File: src/rtl/multicycle_pc_ctrl.sv
// Multicycle control FSM: fetch/decode/execute/memory/writeback sequencing for the PC datapath.
// Define MCPC_PERF_EN to add the retired_cnt / stall_cnt performance counters.
module multicycle_pc_ctrl #(
    parameter int OPW    = 5,
    parameter int PERF_W = 32
) (
    input  logic           clk,
    input  logic           rst_n,
    input  logic           run,
    input  logic [OPW-1:0] opcode,
    input  logic           cond_true,
    input  logic           mem_ack,
    output logic           mem_req,
    output logic           mem_we,
    output logic           ir_we,
    output logic           pc_we,
    output logic           branch,
    output logic [1:0]     jump,
    output logic           rf_we,
    output logic [1:0]     wb_sel,
    output logic           halted,
    output logic           illegal
`ifdef MCPC_PERF_EN
    ,
    output logic [PERF_W-1:0] retired_cnt,
    output logic [PERF_W-1:0] stall_cnt
`endif
);

    typedef enum logic [2:0] {
        S_IDLE,
        S_FETCH,
        S_DECODE,
        S_EXEC,
        S_MEM,
        S_WB,
        S_HALT
    } state_t;

    state_t r_state;
    state_t w_next;

    logic [4:0] w_op;
    logic       w_is_st;
    state_t     w_retire;

    assign w_op     = opcode[OPW-1 -: 5];
    assign w_is_st  = (w_op == 5'b01001);
    assign w_retire = run ? S_FETCH : S_IDLE;

    always_ff @(posedge clk or negedge rst_n) begin
        if (!rst_n) begin
            r_state <= S_IDLE;
        end else begin
            r_state <= w_next;
        end
    end

    always_comb begin
        w_next  = r_state;
        mem_req = 1'b0;
        mem_we  = 1'b0;
        ir_we   = 1'b0;
        pc_we   = 1'b0;
        branch  = 1'b0;
        jump    = 2'b00;
        rf_we   = 1'b0;
        wb_sel  = 2'b00;
        halted  = 1'b0;
        illegal = 1'b0;
        case (r_state)
            S_IDLE: begin
                if (run) w_next = S_FETCH;
            end
            S_FETCH: begin
                mem_req = 1'b1;
                if (mem_ack) begin
                    ir_we  = 1'b1;
                    w_next = S_DECODE;
                end
            end
            S_DECODE: begin
                w_next = S_EXEC;
            end
            S_EXEC: begin
                // Everything except LD/ST/HALT retires here with a single pc_we.
                pc_we  = 1'b1;
                w_next = w_retire;
                casez (w_op)
                    5'b00???: rf_we = 1'b1;
                    5'b01000,
                    5'b01001: begin
                        pc_we  = 1'b0;
                        w_next = S_MEM;
                    end
                    5'b01010: branch = cond_true;
                    5'b01011: begin
                        branch = 1'b1;
                        rf_we  = 1'b1;
                        wb_sel = 2'b10;
                    end
                    5'b01100: jump = 2'b01;
                    5'b01101: begin
                        jump   = 2'b10;
                        rf_we  = 1'b1;
                        wb_sel = 2'b10;
                    end
                    5'b01110: jump = 2'b11;
                    5'b01111: begin
                        pc_we  = 1'b0;
                        w_next = S_HALT;
                    end
                    default: illegal = 1'b1;
                endcase
            end
            S_MEM: begin
                mem_req = 1'b1;
                mem_we  = w_is_st;
                if (mem_ack) begin
                    if (w_is_st) begin
                        pc_we  = 1'b1;
                        w_next = w_retire;
                    end else begin
                        w_next = S_WB;
                    end
                end
            end
            S_WB: begin
                rf_we  = 1'b1;
                wb_sel = 2'b01;
                pc_we  = 1'b1;
                w_next = w_retire;
            end
            S_HALT: begin
                halted = 1'b1;
            end
            default: w_next = S_IDLE;
        endcase
    end

`ifdef MCPC_PERF_EN
    logic [PERF_W-1:0] r_retired_cnt;
    logic [PERF_W-1:0] r_stall_cnt;

    // Counters wrap naturally at 2^PERF_W.
    always_ff @(posedge clk or negedge rst_n) begin
        if (!rst_n) begin
            r_retired_cnt <= '0;
            r_stall_cnt   <= '0;
        end else begin
            if (pc_we) r_retired_cnt <= r_retired_cnt + 1'b1;
            if ((r_state == S_FETCH || r_state == S_MEM) && !mem_ack)
                r_stall_cnt <= r_stall_cnt + 1'b1;
        end
    end

    assign retired_cnt = r_retired_cnt;
    assign stall_cnt   = r_stall_cnt;
`endif

endmodule
File: config.mk
export PLATFORM = sky130hd
export DESIGN_NAME = multicycle_pc_ctrl
export DESIGN_NICKNAME = d
export VERILOG_FILES = /design/src/rtl/multicycle_pc_ctrl.sv
export SDC_FILE = /design/constraint.sdc
export NUM_CORES = 1
export LEC_CHECK = 0
export CELL_PAD_IN_SITES_DETAIL_PLACEMENT = 0
export CELL_PAD_IN_SITES_GLOBAL_PLACEMENT = 1
export CORE_MARGIN = 4
export CORE_UTILIZATION = 25
export CTS_BUF_LIST = sky130_fd_sc_hd__clkbuf_8
export DETAILED_ROUTE_END_ITERATION = 7
export PLACE_DENSITY = 0.86
export RECOVER_POWER = 100
export SLEW_MARGIN = 10
export SYNTH_ARGS = -nofsm -noshare
export SYNTH_HDL_FRONTEND = slang
export SYNTH_SLANG_ARGS = --single-unit
File: constraint.sdc
create_clock -name clk -period 1.6 [get_ports clk]
set_input_delay 0.32 -clock clk [delete_from_list [all_inputs] [get_ports clk]]
set_output_delay 0.32 -clock clk [all_outputs]
set_load 0.05 [all_outputs]
# Word level (Yosys, flattened, before mapping)

Cells that the tools add are included.

Reductions and logical operators: 9
Mux-type cells: 26
Equality and inequality tests: 17
Bitwise operators: 1

Operators with widths:

| operator             | number |
|---|---|
| $eq A5 B4 Y1 const B | 8 |
| $pmux W3 S7          | 1 |
| $mux W1              | 13 |
| $mux W3              | 4 |
| $eq A3 B3 Y1 const B | 3 |
| $reduce_or A9 Y1     | 1 |
| $eq A3 B2 Y1 const B | 2 |
| $ne A2 B2 Y1 const B | 3 |
| $pmux W2 S3          | 1 |
| $pmux W3 S2          | 1 |
| $reduce_or A2 Y1     | 3 |
| $reduce_or A3 Y1     | 2 |
| $mux W2              | 2 |
| $pmux W1 S2          | 2 |
| $pmux W2 S2          | 1 |
| $reduce_and A4 Y1    | 1 |
| $eq A3 B1 Y1 const B | 1 |
| $logic_not A3 Y1     | 1 |
| $pmux W1 S3          | 1 |
| $logic_not A2 Y1     | 1 |
| $not A1 Y1           | 1 |

Output and inout port bits: 12
Input bits: 10
Register bits: 3

# Depth between registers and ports, before layout

Depth after elaboration: 4
Mapped depth: 5
Mapped depth without buffers: 4

# Worst setup path after synthesis

Ideal clock, no wire load.

Path type: register -> output
Start: register r_state[0]
End: output port mem_we
Cell stages (with the launch flop): 4
Path slack: -0.847 ns
Data required time: 1.280 ns
Data arrival time: 2.127 ns
Path buffers: 1
Cells stage by stage: dfrtp_1 buf_2 nand2b_1 nor4_1

Word-level cells in the longest chain between the ends: 2

Ends and longest elaborated chain:

| item                   | line | RTL |
|---|---|---|
| from (decl)            | 40   | `state_t r_state;` |
| from (signal assigned) | 55   | `r_state <= w_next;` |
| $eq A3 B3 Y1           | 71   | `case (r_state)` |
| $mux W1                | 71   |  |
| to (decl)              | 14   | `output logic mem_we,` |

Every way passes these cells.

# Worst setup path after layout

Start: register r_state[2]
End: output port rf_we

Word-level cells in the longest chain between the ends: 2
Elaborated cells on any way between the ends: 3

Ends and longest elaborated chain:

| item                                         | line | RTL |
|---|---|---|
| $eq A3 B3 Y1 or $eq A3 B2 Y1 (tied branches) | 71   |  |
| $pmux W1 S2 *                                | 71   |  |
| to (decl)                                    | 19   | `output logic rf_we,` |

Mark *: on every way between the ends. The rest lies on a longest branch, timed or not.

==> results.py <==
metrics = {
    "critical_path": {
        "critPathBufInv": 1,
        "critPathTopFamily": "simple AND/OR/NAND/NOR gates",
        "cpPeakStageDelay_ns": 0.39,
        "r2r_slack_ns": 0.27,
        "r2r-start": "r_state[2]",
        "worstPathRequired_ns": 1.28,
        "critPathCapture": "rf_we",
        "crit_slowest_cell": "dfrtp_1",
        "end_kind": "primary output",
        "r2r_end": "r_state[0]",
        "crit_chain": "nand3b_1 > nor2_4 > and3_4 > a21o_4 > buf_12",
        "path_class": "reg2out",
        "startpoint": "r_state[2]",
        "start_kind": "register",
        "arrival_ns": 1.48,
        "cp.depth": 5,
        "cp_max_fo": 3,
        "r2r_cells": 5,
    },
    "job": {
        "drv_cap": 0,
    },
    "finish": {
        "reg.largest.list": "r_state: 3 flops",
        "seq_area_um2": 76.32,
        "num-nets-final": 110,
        "diodes": 0,
        "fin_area_um2": 1069,
        "multi_input_area_um2": 424.2,
        "largest_register_ffs": 3,
        "fillers": 87,
        "drive_above_1_share": 0.6364,
        "area_growth_pct": 178.2,
        "layout.cells.non_filler": 114,
        "regMostFlops": "r_state",
    },
    "place": {
        "place_hpwl_um": 1132,
        "dp.cells": 103,
        "place_area_um2": 865.8,
        "place_congestion": 0.8494,
        "portBuffers": 21,
    },
    "yosys": {
        "synth_top_area_cell": "dfrtp_1",
        "synth_edf_count": 0,
        "synthCells": 54,
        "netlist_area_um2": 384.1,
        "synth.most_common_cell": "nor2_1",
        "synth_warnings": 0,
        "synth_cell_types": 28,
        "synth_ff_type": "dfrtp_1",
        "synth.avg_cell_area_um2": 7.113,
        "yosysSeqAreaShare": 0.1954,
        "synth_top_area_frac": 0.1954,
        "synth_fp_nets": 64,
        "netlist_top_cells_count": "nor2_1, a21oi_1, nand2_1",
        "synthTopCellsByArea": "dfrtp_1, nor2_1, a21oi_1",
        "synth_seq_cells": 3,
        "async_reset_ff_frac": 1.000,
    },
    "run_status": {
        "violations": "negative setup slack",
        "outcome": "finished with violations",
    },
    "clocking": {
        "clock_path_buffers": 2,
        "cts-root-buf": "clkbuf_8",
        "clock-sinks": 3,
        "clk-insertion-delay-late_ns": 0.21,
        "cts_made_buffers": 3,
        "cts_tree": "done",
        "h-tree-depth": 1,
        "clk_pin_slew_worst_paths_ns": 0.03,
    },
    "grt": {
        "grt_max_degree": 11,
        "globalRouteTotalUtil": 0.1645,
        "grt_pass1_vias": 557,
        "overflow": 0,
        "grt_pass1_wl_um": 2594,
        "antenna_found_initial": 0,
    },
    "hold_path": {
        "hold_class": "in2async",
    },
    "timing": {
        "slew_headroom": 0.8095,
        "setup_violations": 10,
        "rsz0062_at_grt": "true",
        "fin_ws_ns": -0.2037,
        "whs_ns": 0.3693,
        "maxSlewViolCount": 0,
        "hold_viol_final": 0,
        "fin_crit_ns": 1.804,
        "fmax_mhz": 554.4,
        "tightest_slew_ns": 0.2833,
        "fin_crit_sh": 1.127,
        "finalSetupTns_ns": -1.263,
        "finClkSkew_ns": 0.004051,
    },
    "routing": {
        "dr.pass1.iters": 4,
        "postRouteAntennaNets": 0,
        "drt_iter0_drc": 17,
        "via_per_inst": 5.254,
        "route.detailed.drc": 0,
        "routed_wl_um": 1862,
        "route.detailed.wl_per_inst_um": 16.33,
        "vias": 599,
    },
    "floorplan": {
        "rows": 13,
        "die_h_um": 47.20,
        "start_util": 0.2811,
        "core_area_um2": 1366,
        "dieWidth_um": 47.20,
        "dieArea_um2": 2227,
        "ioPinCount": 22,
    },
    "power": {
        "power_mw": 1.385,
        "leakage_nw": 0.4633,
        "power_density_nw_per_um2": 1296,
        "ir_drop_mv": 1.529,
    },
}
## worst min-delay path by stage
stage / cells past startpoint / slack (ns) / start / endpoint
after floorplan: 0 / 0.02 / rst_n / r_state[0]
after global placement: 1 / 0.51 / rst_n / r_state[1]
after detailed placement: 1 / 0.52 / rst_n / r_state[0]
after CTS: 1 / 0.30 / rst_n / r_state[2]
after global routing: 1 / 0.38 / rst_n / r_state[2]
final: 1 / 0.37 / rst_n / r_state[2]
## through the flow
step	util	setup WS [ns]
2_1_floorplan	-	-0.2684
3_3_place_gp	0.6337	-0.3488
3_5_place_dp	0.6337	-0.3580
4_1_cts	0.7344	-0.1303
5_1_grt	0.7821	-0.2614
6_report	0.7821	-0.2037
## logic make-up (layout without fill, tap and decap cells)
logic type	after synthesis	count (layout)	share of synthesized area
AOI/OAI and AO/OA	14	14	0.2573
and+or+nand+nor	31	31	0.4463
xor gates and xnor gates	2	2	0.04561
buffers and inverters	4	49	0.05537
DFF	3	3	0.1954
## report_power, final
group	leakage [nW]	internal [mW]	switching, mW
Clock	0.0269	0.163	0.0477
Combinational	0.400	0.504	0.519
Sequential	0.0369	0.107	0.0433
Total	0.463	0.775	0.610
## worst reg2reg max path, cell delays in order, from the launching register on
cell and delay [ns]:
dfrtp_1 0.39, buf_4 0.15, buf_8 0.13, nor2b_4 0.13, nor3_1 0.06, o32a_1 0.34
## layout by cell type, fill, tap and decap left out, types with 2 or more instances in the layout
| cell type | netlist | final |
|---|---|---|
| nor2_4 | 0 | 5 |
| nand2b_4 | 0 | 2 |
| clkbuf_8 | 0 | 3 |
| dfrtp_1 | 3 | 2 |
| a21oi_1 | 5 | 3 |
| a21oi_4 | 1 | 3 |
| inv_1 | 1 | 2 |
| nor2_1 | 8 | 2 |
| clkdlybuf4s15_2 | 0 | 2 |
| clkdlybuf4s50_1 | 0 | 2 |
| nand3b_1 | 2 | 2 |
| buf_6 | 0 | 2 |
| nor3_1 | 2 | 2 |
| nand2_1 | 4 | 3 |
| buf_12 | 0 | 12 |
| buf_4 | 1 | 19 |
| and3_4 | 0 | 2 |
| nor2b_1 | 3 | 2 |
| buf_2 | 2 | 3 |
## layer usage
layer / up-vias / track usage / wire, um
met1: 292 / 0.2432 / 793
met4: 0 / 0.03315 / 21
met3: 2 / 0.02299 / 101
li1: 283 / - / -
met2: 22 / 0.2520 / 945
met5: - / 0 / 0
## timing repair
action | in CTS | in global routing
resized for setup | 37 | 11
hold buffers | 0 | 0
endpoints found under the setup margin | 11 | 11
buffers inserted | 4 | 4
pin swaps | 9 | 10
cloned | 0 | 0
## layout make-up
| cell class | instances | share of cell area |
|---|---|---|
| Sequential cell | 3 | 0.07143 |
| Multi-Input combinational cell | 47 | 0.3970 |
| Tap cell | 15 | 0.01756 |
| Timing Repair Buffer | 44 | 0.4684 |
| Clock inverter | 1 | 0.003513 |
| Clock buffer | 3 | 0.03864 |
| Inverter | 1 | 0.003513 |
No activity file was read; power rests on OpenSTA's default activity.
==> patch 1: new RTL, config.mk and constraints unchanged <==
The option `MCPC_PERF_EN` is turned on by a define.
--- a/src/rtl/multicycle_pc_ctrl.sv
+++ b/src/rtl/multicycle_pc_ctrl.sv
@@ -1,4 +1,6 @@
 // Multicycle control FSM: fetch/decode/execute/memory/writeback sequencing for the PC datapath.
 // Define MCPC_PERF_EN to add the retired_cnt / stall_cnt performance counters.
+`define MCPC_PERF_EN
+
 module multicycle_pc_ctrl #(
     parameter int OPW    = 5,
Check against the original RTL (old outputs only; new: retired_cnt and stall_cnt): equivalent (equiv_simple and equiv_induct, registers matched by name and starting in step).
==> patch 1 against the unedited design <==
  * The run still ends with setup timing left
  * Critical path depth did not move
  * Register-to-register slack got worse by 0.77 ns
  * Routed wire length rose to 5.7 times the old value
  * Cell area rose to 6.2 times the old value
  * Sequential power rose to 14 times the old value
  * Worst setup slack got worse by 0.34 ns
  * Die area rose to 6.9 times the old value
  * Sequential cell count rose by 64
  * Area after synthesis rose to 8.7 times the old value
  * Via count rose to 5.5 times the old value
  * Power rose to 4.9 times the old value
  * First-iteration DRC count rose to 11 times the old value
  * Worst hold slack improved by 0.11 ns
  * Largest power group unchanged
==> patch 1: results <==
metrics = {
    "status": {
        "status": "complete, but fails checks",
        "violations": "setup timing",
    },
    "setup_path": {
        "cp.arrival_ns": 1.82,
        "cp_top_family": "simple AND/OR/NAND/NOR gates",
        "critPathSlowestCell": "dfrtp_1",
        "crit_path_start": "r_state[2]",
        "r2r_slack_ns": -0.50,
        "cp_max_fo": 4,
        "slowest_delay_ns": 0.41,
    },
    "yosys": {
        "ys_top_cells_by_area": "dfrtp_1, xor2_1, xnor2_1",
        "async_flop_share_pct": 100,
        "ys.flop_type": "dfrtp_1",
        "ys_seq_area_share_pct": 50.0,
        "syn_nets": 332,
        "synth_commonest_cells": "dfrtp_1, xor2_1, xnor2_1",
        "synth_cell_types": 46,
        "yosysWarnings": 0,
    },
    "placed_design": {
        "numPortBuffers": 85,
        "gp_congestion": 0.833,
        "dp_worst_setup_slack_ns": -0.737,
        "hpwl_um": 7690,
    },
    "timing": {
        "worst_pin_slew_ns": 0.935,
        "skew_ns": 0.0103,
        "layout_setup_ws_ns": -0.544,
        "finalHoldViolations": 0,
        "setup_viol": 73,
    },
    "pwr": {
        "peakVddDrop_v": 0.00125,
        "p_leak_nw": 3.03,
    },
    "drt": {
        "detail_route.first_pass.iterations": 6,
        "wirelength_um": 10600,
        "vias": 3295,
        "drtIter0Drc": 195,
        "remaining_drc_errors": 0,
    },
    "finish": {
        "nNetsFinal": 540,
        "drive_above_1_share_pct": 58.7,
        "diodes": 0,
    },
    "global_route": {
        "track_usage_pct": 14.3,
        "grt_start_max_net_pins": 68,
        "grt_pass1_vias": 3600,
        "grt_pass1_wl_um": 17300,
        "antenna_found_initial": 0,
    },
    "cts": {
        "clk_pin_slew_ns": 0.08,
        "cts_buffers": 9,
        "htree_levels": 3,
        "worst_skew_pair.late_latency_ns": 0.34,
        "root_buffer": "clkbuf_8",
        "ctsLongestPathBuffers": 2,
    },
    "hold_path": {
        "worstHoldPathType": "reg -> reg",
        "hold_start": "stall_cnt[31]",
    },
}
==> patch 1: what timing repair did <==
item	in CTS	in global routing
resized for setup	63	43
pin swaps	39	41
hold buffers	1	0
endpoints found under the setup margin	61	77
setup buffers	21	10
hold endpoints to repair	31	0
==> patch 1: kinds of logic (layout without fill, tap and decap cells) <==
logic type	Yosys count	in the layout	synth area share (%)
adder cells (fa/ha/maj)	2	2	0.746
multiplexers	3	3	0.970
XOR/XNOR	65	65	17.0
flip-flops	67	67	50.0
AND/OR/NAND/NOR	147	147	24.2
buffers and inverters	15	228	1.79
AO/OA/AOI/OAI	21	21	5.34
==> patch 1: routing by layer <==
metal	vias up	share of wire (%)	GRT usage (%)
met5	-	0	0
met4	0	1.8	4.84
met3	19	4.9	4.00
met2	85	55	26.1
met1	1642	38	15.9
li1	1549	-	-
==> patch 1: report_power, final <==
part	total [mW]	internal (mW)	switching, mW
sequential	2.07	1.88	0.187
clock	1.19	0.542	0.651
combinational	3.50	1.71	1.79
total	6.76	4.13	2.63
==> patch 1: final cells by class <==
class,count,area (um^2)
flip-flops and latches,67,1720
inverters,7,26.3
repair buffers,205,2210
fillers,1171,6550
well taps,176,220
clock buffers,9,124
multi-input cells,238,2300
clock inverters,7,36.3
==> patch 1: worst paths after layout <==
kind                                    to  cells after the start
setup / recovery                     rf_we                      5
hold / removal               stall_cnt[31]                      1
setup reg to reg           retired_cnt[22]                      8
hold reg to reg              stall_cnt[31]                      1
max in group asynchronous    stall_cnt[17]                      3
min in group asynchronous   retired_cnt[7]                      3
==> patch 1: per-stage QoR <==
stage,power (mW),hold WS [ns],instances,area [um^2],TNS [ns]
after global routing,7.08,0.484,709,6640,-30.70
after floorplan,3.59,0.0244,320,3770,-7.49
after global placement,5.16,0.363,667,6220,-34.39
after detailed placement,5.24,0.371,667,6220,-36.96
final,6.76,0.480,709,6640,-22.86
after CTS,6.78,0.505,703,6800,-19.29
==> patch 2: new RTL, same settings <==
Made on the original files. The 7 states of `state_t` get a one-hot encoding in 7 bits.
--- a/src/rtl/multicycle_pc_ctrl.sv
+++ b/src/rtl/multicycle_pc_ctrl.sv
@@ -28,12 +28,12 @@
 );
 
-    typedef enum logic [2:0] {
-        S_IDLE,
-        S_FETCH,
-        S_DECODE,
-        S_EXEC,
-        S_MEM,
-        S_WB,
-        S_HALT
+    typedef enum logic [6:0] {
+        S_IDLE   = 7'b0000001,
+        S_FETCH  = 7'b0000010,
+        S_DECODE = 7'b0000100,
+        S_EXEC   = 7'b0001000,
+        S_MEM    = 7'b0010000,
+        S_WB     = 7'b0100000,
+        S_HALT   = 7'b1000000
     } state_t;
 
Formal check against the unedited RTL: same outputs for any inputs over 10 cycles, from zero or initial values and one cycle with rst_n low; not proved beyond that.
==> patch 2 against the unedited design <==
  * The flow still finishes with violations (setup timing)
  * Power grew 5.7%
  * Clock skew is 0.0027 ns lower
  * Critical path depth unchanged
  * Sequential cell count up 4
  * Area after synthesis rose by 65%
  * Synthesized cell count up 44%
  * Cell area grew 59%
  * First-iteration DRC count down 24%
  * Maximum frequency down 27%
  * Worst setup slack got worse by 0.66 ns
  * Worst hold slack improved by 0.056 ns
  * Routed wire length up 45%
  * Critical path type unchanged
  * Largest cell class unchanged
  * Largest power group unchanged
==> patch 2: results <==
metrics = {
    "status": {
        "status": "complete, but fails checks",
        "violations": "setup timing",
    },
    "timing": {
        "setup_viol": 18,
        "whs_ns": 0.426,
        "layout_setup_ws_ns": -0.860,
        "worst_pin_slew_ns": 0.308,
    },
    "global_route": {
        "track_usage_pct": 16.7,
    },
    "yosys": {
        "synth-compound-area-share_pct": 18.6,
        "syn_nets": 88,
        "ys_top_cells_by_area": "dfrtp_1, nor2_1, nor2b_1",
        "synthXorXnorAreaFrac_pct": 5.53,
        "ys_seq_area_share_pct": 27.9,
        "synth_commonest_cells": "nor2_1, dfrtp_1, nand2_1",
    },
    "cts": {
        "cts_resized": 27,
    },
    "drt": {
        "vias": 906,
        "routedWlPerCell_um": 15.2,
    },
    "placed_design": {
        "hpwl_um": 1940,
        "placedInstanceArea_mm2": 0.00135,
    },
    "finish": {
        "nNetsFinal": 161,
        "drive_above_1_share_pct": 68.0,
    },
    "setup_path": {
        "slowest_delay_ns": 0.52,
        "critPathSlowestCell": "or4_4",
        "cp.arrival_ns": 2.14,
        "worstReg2RegStart": "r_state[1]",
        "r2r_slack_ns": -0.71,
    },
    "pwr": {
        "p_leak_nw": 0.761,
        "peakVddDrop_v": 0.000804,
    },
}
==> patch 2: cell types whose count changed after synthesis, sizes merged, moves of 3 or more <==
cell	before	now
a21oi	6	1
dfrtp	3	6
nand2b	3	0
nor3b	0	3
==> patch 2: per-layer routing <==
metal / share of wire, % / vias to the layer above / track usage [%]
met3: 5.2 / 9 / 3.51
li1: - / 438 / -
met2: 54 / 29 / 31.6
met4: 2.3 / 0 / 6.62
met1: 39 / 430 / 17.6
met5: 0 / - / 0
==> patch 2: final cells by class <==
class | instances | area (um^2)
repair buffers | 71 | 738
multi-input cells | 65 | 686
fillers | 165 | 619
flip-flops and latches | 7 | 180
clock buffers | 3 | 41.3
well taps | 28 | 35.0
inverters | 3 | 15.0
clock inverters | 1 | 3.75
==> patch 2: final timing paths <==
path                               to  cells past startpoint
min                        r_state[4]                      1
max in group asynchronous  r_state[0]                      1
min reg2reg                r_state[3]                      1
max reg2reg                r_state[0]                      8
min in group clk           r_state[3]                      1
max                             rf_we                      5
==> patch 2: power breakdown <==
group	total (mW)	leakage [nW]	internal [mW]	switching, mW
Combinational	0.979	0.646	0.532	0.447
Clock	0.232	0.0269	0.165	0.0668
Sequential	0.253	0.0883	0.221	0.0323
Total	1.46	0.761	0.918	0.546
==> patch 2: metrics by stage <==
stage / setup slack [ns] / total power [mW] / std cells
6_report: -0.860 / 1.46 / 178
4_1_cts: -0.836 / 1.36 / 171
3_5_place_dp: -0.600 / 0.999 / 159
5_1_grt: -0.900 / 1.55 / 178
3_3_place_gp: -0.588 / 0.966 / 159
2_1_floorplan: -0.624 / 0.651 / 78
==> patch 2: critical path: cells and delay by family (launching register included) <==
family / cells / cell delay (ns)
AO/OA/AOI/OAI: 1 / 0.31
buffers and inverters: 1 / 0.13
flip-flops: 1 / 0.38
AND/OR/NAND/NOR: 3 / 1.10
